`config.mk`:
```
export PLATFORM = sky130hd
export DESIGN_NAME = dp_dr_bank
export DESIGN_NICKNAME = d
export VERILOG_FILES = /design/src/rtl/dp_dr_pkg.sv /design/src/rtl/dp_dr_chan.sv /design/src/rtl/dp_dr_bank.sv
export SDC_FILE = /design/constraint.sdc
export NUM_CORES = 1
export LEC_CHECK = 0
export CORE_MARGIN = 4
export CORE_UTILIZATION = 53
export CTS_CLUSTER_DIAMETER = 30
export DETAILED_ROUTE_END_ITERATION = 10
export PLACE_DENSITY = 0.86
export SYNTH_ARGS = -nofsm -noshare
export SYNTH_HDL_FRONTEND = slang
export SYNTH_SLANG_ARGS = --single-unit
```
`constraint.sdc`:
```
create_clock -name tck -period 4.5 [get_ports tck]
set_input_delay 0.9 -clock tck [delete_from_list [all_inputs] [get_ports tck]]
set_output_delay 0.9 -clock tck [all_outputs]
set_load 0.1 [all_outputs]
```
`src/rtl/dp_dr_pkg.sv`:
```
// dp_dr_pkg: shared phase encoding, bypass selector and default DR lengths
// Used by dp_dr_bank and dp_dr_chan.
package dp_dr_pkg;
  typedef enum logic [1:0] {IDLE, CAPTURED, SHIFTING} phase_e;
  typedef logic [7:0] sel_t;
  localparam sel_t BYPASS = 8'hFF;
  localparam int unsigned LEN_IDCODE = 32;
  localparam int unsigned LEN_DTMCS = 32;
  localparam int unsigned LEN_DMI = 41;
  localparam int unsigned LEN_BYPASS = 1;
  localparam logic [3:0][7:0] DEF_DR_LEN = {8'(LEN_DMI), 8'(LEN_DTMCS), 8'(LEN_DTMCS), 8'(LEN_IDCODE)};
endpackage

```
`src/rtl/dp_dr_chan.sv`:
```
// dp_dr_chan: one JTAG data register channel (shift register, update register, update pulse)
// Ports: tck/trst_n clock and async active-low reset; capture_i/shift_i/update_i
// already qualified by selection and priority; tdi_i serial in; cap_i capture value;
// tdo_o serial out (sr[0]); upd_o update register (zero-extended); vld_o one-cycle update pulse.
module dp_dr_chan #(
  parameter int W = 41,
  parameter int LEN = 32
) (
  input  logic         tck,
  input  logic         trst_n,
  input  logic         capture_i,
  input  logic         shift_i,
  input  logic         update_i,
  input  logic         tdi_i,
  input  logic [W-1:0] cap_i,
  output logic         tdo_o,
  output logic [W-1:0] upd_o,
  output logic         vld_o
);
  logic [LEN-1:0] sr_q, sr_d;
  logic [W-1:0] upd_q, upd_d;
  logic vld_q;
  logic unused_cap;
  // capture bits above LEN are intentionally ignored
  assign unused_cap = ^cap_i;
  assign tdo_o = sr_q[0];
  assign upd_o = upd_q;
  assign vld_o = vld_q;
  always_comb begin
    sr_d = capture_i ? cap_i[LEN-1:0] : shift_i ? LEN'({tdi_i, sr_q} >> 1) : sr_q;
    upd_d = update_i ? W'(sr_q) : upd_q;
  end
  always_ff @(posedge tck or negedge trst_n)
    if (!trst_n) begin
      sr_q <= '0;
      upd_q <= '0;
      vld_q <= 1'b0;
    end else begin
      sr_q <= sr_d;
      upd_q <= upd_d;
      vld_q <= update_i;
    end
endmodule

```
`src/rtl/dp_dr_bank.sv`:
```
// dp_dr_bank: bank of selectable JTAG data registers plus bypass, driven by TAP DR strobes
// Ports: tck clock, trst_n async active-low reset; dr_sel/sel_vld channel select (latched on
// capture_dr); capture_dr/shift_dr/update_dr phase strobes (capture > shift > update);
// tdi/tdo serial path; cap_data per-channel capture values; upd_data/upd_vld per-channel
// update registers and one-cycle pulses; len_err sticky length error.
// Optional: define DP_DR_LEN_CHECK_EN to add the shift-length check and len_err port.
module dp_dr_bank
  import dp_dr_pkg::*;
#(
  parameter int NUM_DR = 4,
  parameter int DR_W = 41,
  parameter logic [NUM_DR-1:0][7:0] DR_LEN = DEF_DR_LEN,
  localparam int SW = (NUM_DR > 1) ? $clog2(NUM_DR) : 1
) (
  input  logic                        tck,
  input  logic                        trst_n,
  input  logic [SW-1:0]               dr_sel,
  input  logic                        sel_vld,
  input  logic                        capture_dr,
  input  logic                        shift_dr,
  input  logic                        update_dr,
  input  logic                        tdi,
  output logic                        tdo,
  input  logic [NUM_DR-1:0][DR_W-1:0] cap_data,
  output logic [NUM_DR-1:0][DR_W-1:0] upd_data,
  output logic [NUM_DR-1:0]           upd_vld
`ifdef DP_DR_LEN_CHECK_EN
  ,
  output logic                        len_err
`endif
);
  sel_t sel_q, sel_d;
  phase_e phase_q, phase_d;
  logic [LEN_BYPASS-1:0] byp_q, byp_d;
  logic [SW-1:0] sel_idx;
  logic [NUM_DR-1:0] chan_tdo;
  logic byp, shift_en, upd_req, upd_en, len_ok;
  assign sel_idx = sel_q[SW-1:0];
  assign byp = sel_q == BYPASS;
  assign shift_en = shift_dr && !capture_dr;
  assign upd_req = update_dr && !capture_dr && !shift_dr;
  assign upd_en = upd_req && !byp && len_ok;
  assign tdo = byp ? byp_q[0] : chan_tdo[sel_idx];
  // capture uses the newly latched selection; shift/update use sel_q so dr_sel is ignored mid-scan
  always_comb begin
    sel_d = capture_dr ? ((sel_vld && int'(dr_sel) < NUM_DR) ? sel_t'(dr_sel) : BYPASS) : sel_q;
    byp_d = capture_dr ? '0 : (shift_en && byp) ? LEN_BYPASS'({tdi, byp_q} >> 1) : byp_q;
    phase_d = capture_dr ? CAPTURED :
              (shift_dr && phase_q != IDLE) ? SHIFTING :
              (update_dr && phase_q != IDLE) ? IDLE : phase_q;
  end
  always_ff @(posedge tck or negedge trst_n)
    if (!trst_n) begin
      sel_q <= BYPASS;
      byp_q <= '0;
      phase_q <= IDLE;
    end else begin
      sel_q <= sel_d;
      byp_q <= byp_d;
      phase_q <= phase_d;
    end
`ifdef DP_DR_LEN_CHECK_EN
  logic [7:0] cnt_q, cnt_d;
  logic err_q, err_d;
  assign len_ok = cnt_q == DR_LEN[sel_idx];
  assign len_err = err_q;
  always_comb begin
    cnt_d = capture_dr ? 8'd0 : (shift_en && cnt_q != 8'hFF) ? cnt_q + 8'd1 : cnt_q;
    err_d = capture_dr ? 1'b0 : (upd_req && !byp && !len_ok) ? 1'b1 : err_q;
  end
  always_ff @(posedge tck or negedge trst_n)
    if (!trst_n) begin
      cnt_q <= '0;
      err_q <= 1'b0;
    end else begin
      cnt_q <= cnt_d;
      err_q <= err_d;
    end
`else
  assign len_ok = 1'b1;
`endif
  for (genvar i = 0; i < NUM_DR; i++) begin : g_ch
    dp_dr_chan #(.W(DR_W), .LEN(int'(DR_LEN[i]))) u_ch (
      .tck      (tck),
      .trst_n   (trst_n),
      .capture_i(capture_dr && sel_d == sel_t'(i)),
      .shift_i  (shift_en && sel_q == sel_t'(i)),
      .update_i (upd_en && sel_q == sel_t'(i)),
      .tdi_i    (tdi),
      .cap_i    (cap_data[i]),
      .tdo_o    (chan_tdo[i]),
      .upd_o    (upd_data[i]),
      .vld_o    (upd_vld[i])
    );
  end
endmodule

```
---- Yosys cells after proc, flatten, opt, wreduce, memory -nomap -nowiden ----
Cells that the tools add are included.
word-level totals
  register bits after elaboration ......... 287
  output and inout port bits .............. 169
  word-level logic and storage cells ...... 64
cells by class
  multiplexer cells ....................... 15
  reduce and logical (&&, ||, !) cells .... 27
  order comparisons ....................... 1
  eq/ne operators ......................... 7
operators by type and width
  kind                                                                          number
  32-bit 2-to-1 mux                                                             6
  41-bit 2-to-1 mux                                                             2
  8-bit by 2-bit equality test with 1-bit output, second input constant         4
  1-bit logical AND                                                             17
  8-bit by 1-bit equality test with 1-bit output, second input constant         2
  8-bit logical NOT                                                             2
  8-bit 2-to-1 mux                                                              2
  2-bit nonzero test                                                            5
  8-bit equality test, second input constant                                    1
  1-bit 2-to-1 mux                                                              4
  1-bit logical NOT                                                             3
  2-bit by 3-bit less-than comparator with 1-bit output, second input constant  1
  1-bit binary-select mux with 2-bit select                                     1

---- Logic depth before layout (Yosys ltp) ----
  depth in word-level cells ............... 5
  depth in mapped cells ................... 6
  depth with buffers taken out ............ 3

---- Modules after synthesis ----
A second synthesis with hierarchy kept.
second synthesis, totals
  cells, all modules ...................... 973
  area, all modules ....................... 13080.0 um^2
by module, submodules not included
  module                          times used  cells an instance  area an instance (um^2)
  dp_dr_chan at g_ch[0].u_ch ...  3           218                2954.1
  dp_dr_chan at g_ch[3].u_ch      1           266                3674.8
  dp_dr_bank                      1           53                 543.0

---- Worst setup path before layout ----
Ideal clock, no wire load.
  path type ............................... reg2out
  start ................................... register sel_q[0]
  end ..................................... output tdo
  required time ........................... 3600 ps
  path slack .............................. 1970 ps
  arrival ................................. 1630 ps
  cell stages (with the launch flop) ...... 4
  path buffers ............................ 1
  cell sequence ........................... dfstp_2 buf_2 mux4_2 mux2_2
on the way
  word-level cells in the longest chain between the ends .. 3
  elaborated cells on any way between the ends .. 4
RTL lines
  element                                    line              RTL
  start, declared                            dp_dr_bank.sv:32  sel_t sel_q, sel_d;
  start signal, assigned                     dp_dr_bank.sv:58  sel_q <= sel_d;
  1-bit binary-select mux with 2-bit select  dp_dr_bank.sv:43  assign tdo = byp ? byp_q[0] : chan_tdo[sel_idx];
  1-bit 2-to-1 mux (implied by the code)     dp_dr_bank.sv:43
  1-bit 2-to-1 mux *                         dp_dr_bank.sv:43
  end, declared                              dp_dr_bank.sv:23  output logic tdo,
Mark *: on every way between the ends. The rest lies on a longest branch, timed or not. The select of a mux whose other input is x is not followed.

---- Worst setup path in the final report ----
Same ends and word-level chain as after synthesis.

==> run summary <==
P_leak -> 7.49 nW
Core Rows -> 57
Period utilization -> 74.3%
Most frequent cells in the layout -> clkdlybuf4s50_1, dfrtp_1, nand4_1
DR WL/cell -> 22.1 um
Die area -> 27400 um2
Reg clk slew, reported paths -> 50 ps
Worst reg2reg path startpoint -> sel_q[2]
GPL Wtd Cong -> 0.834
Share of the synthesized area in the top cell type -> 53.2%
Clock power share -> 45.6%
Peak supply drop -> 390 uV
Most used cell, CP -> buf_4
Largest stage delay, worst path -> 640 ps
Top post-synthesis cells by area -> dfrtp_1, mux2_2, o31ai_1
Drt total wl -> 39900 um
Largest net degree at the start of global routing -> 119
Clock buffer depth -> 3
Post-CTS Repair Setup Buffers -> 0
Cell-by-cell trace of the critical path -> nand2_1, buf_4, nor3_1, mux2_2, buf_4
Number of DRC violations after detailed-routing iteration 0 -> 1216
Dpl cells -> 1693
Synth Instances -> 1196
Switching power -> 3.01 mW
Pint -> 6.41 mW
Worst slew margin -> 24.8%
Seq/Total Area, Yosys -> 54.8%
Initial antenna violation count -> 5
Nets@finish -> 1600
CP Launch Type -> register
Crit Path Category -> register to primary output
Clk sinks -> 287
Synth area leader -> dfrtp_1
Status -> completed
CORE AREA -> 24300 um2
Crit path from -> sel_q[0]
Max-slew violation count -> 0
Chip height -> 165 um
Syn avg cell area -> 11.0 um2
Actual slew at the worst max-slew pin -> 1130 ps
Fin cells -> 1804
Reg power frac -> 34.8%
Comb pwr share -> 19.6%
FMAX -> 299 MHz
Drt first pass iters -> 6
Vias in the first global route -> 11.6k
Slowest-stage cell, CP -> dfstp_2
Clock latency on the worst-skew pair -> 550 ps
Via/cell ratio -> 6.37
CTS tree -> done
Final setup viols -> 0
Initial Utilization -> 54.0%
# DRC -> 0
Synthesized area -> 13100 um2
Hold Vio Cnt, Final -> 0
Most common cell after layout, fill and taps aside -> clkdlybuf4s50_1
Share of cells above drive strength 1 -> 19.5%
Syn. warnings -> 0
Setup Skew -> 23.6 ps
Worst Path Required -> 3600 ps
Element type at the critical path end -> primary output
CTS Buf Count -> 56
Worst-path maximum fanout -> 44
Worst Hold Slack -> 438 ps
Synth unique cells -> 30
Hold Crit Class -> input port to async pin
CTS root buffer -> clkbuf_16
Setup TNS Final -> 0 ps
Asr flop ratio synth -> 100%
#FFs+latches synth -> 287
Max cap viols -> 0
PwrDens -> 522 nW/um2
Pwr Total -> 9.42 mW
IO Pins -> 342
Detailed Place HPWL -> 23700 um
Sw Ratio -> 32.0%
RSZ-0062 raised after global routing -> no
DR vias -> 11.5k
Total grt overflow -> 0
Post-synth EDFFs -> 0
Post-CTS Resized -> 0
PortBufs -> 287
Die Wd -> 165 um
Ys flop type -> dfrtp_1
Area delta synth->final -> 37.3%
Global-route wire length before repair -> 62200 um
ANT nets after route -> 0
Total GRT Usage -> 28.3%
Min cycle time layout -> 3340 ps
H-Tree Level Count -> 2
CP arrival -> 2440 ps
Hold buffers post-CTS -> 0
registers in the layout, summed over array words and instances, names as in the netlist:
register / cells
g_ch.u_ch.sr_q: 137
g_ch.u_ch.upd_o: 137
sel_q: 8
g_ch.u_ch.vld_o: 4
byp_q: 1
cell type report:
| cell class | count | area [um2] |
|---|---|---|
| clock inverters | 38 | 480 |
| repair buffers | 316 | 3140 |
| clock buffers | 68 | 1520 |
| well taps | 324 | 405 |
| inverters | 7 | 26.3 |
| flip-flops and latches | 287 | 7190 |
| multi-input cells | 759 | 5250 |
| diodes | 5 | 12.5 |
| fillers | 1547 | 6290 |
critical path, delay by kind of cell, from the launching register on:
family                 cells  cell delay, ps
and+or+nand+nor            2             340
muxes                      1             350
DFF                        1             640
buffers and inverters      2             550
cell usage after synthesis, types with 3 or more instances:
cell	count
buf_4	31
o31ai_1	137
mux2_2	138
buf_1	5
nand4_1	144
nor2_1	143
clkbuf_1	104
a31oi_1	137
dfrtp_1	279
o21ai_0	6
nand2b_1	5
nor2b_1	3
dfstp_2	8
nand2_1	3
buf_2	29
inv_1	7
per-stage QoR:
step,utilization (%),cell area [um2],setup slack (ps)
5_1_grt,74.1,18000,1030
3_5_place_dp,65.9,16000,997
4_1_cts,74.1,18000,1130
2_1_floorplan,-,13200,1970
3_3_place_gp,65.9,16000,1060
6_report,74.1,18000,1160
final timing paths:
path,endpoint,slack (ps),cells past startpoint
max in group asynchronous,g_ch[0].u_ch.sr_q[10],3090,2
hold reg to reg,g_ch[0].u_ch.upd_o[29],500,1
min in group tck,g_ch[0].u_ch.upd_o[29],500,1
hold / removal,g_ch[0].u_ch.upd_o[18],440,1
setup reg to reg,g_ch[2].u_ch.sr_q[8],2020,4
setup / recovery,tdo,1160,5
power groups by stage:
stage                     logic, mW  clock network, mW  registers [mW]
after detailed placement       1.82                  0            3.30
final                          1.84               4.30            3.28
after global placement         1.78                  0            3.27
after global routing           1.94               4.51            3.32
after CTS                      1.84               4.34            3.27
after floorplan               0.708                  0            3.81
routing by layer:
metal	track usage (%)	routed length (um)
met1	36.7	15300
met2	45.5	19200
met3	6.11	3630
met4	13.6	1780
met5	0	0
kinds of logic after synthesis:
| group | after synthesis | share of synthesized area [%] |
|---|---|---|
| other cells | 1 | 0.0286 |
| simple gates | 310 | 12.2 |
| buf+inv | 176 | 6.19 |
| flops | 287 | 54.8 |
| mux | 140 | 12.1 |
| compound gates | 282 | 14.7 |
(Power assumes the default switching activity.)
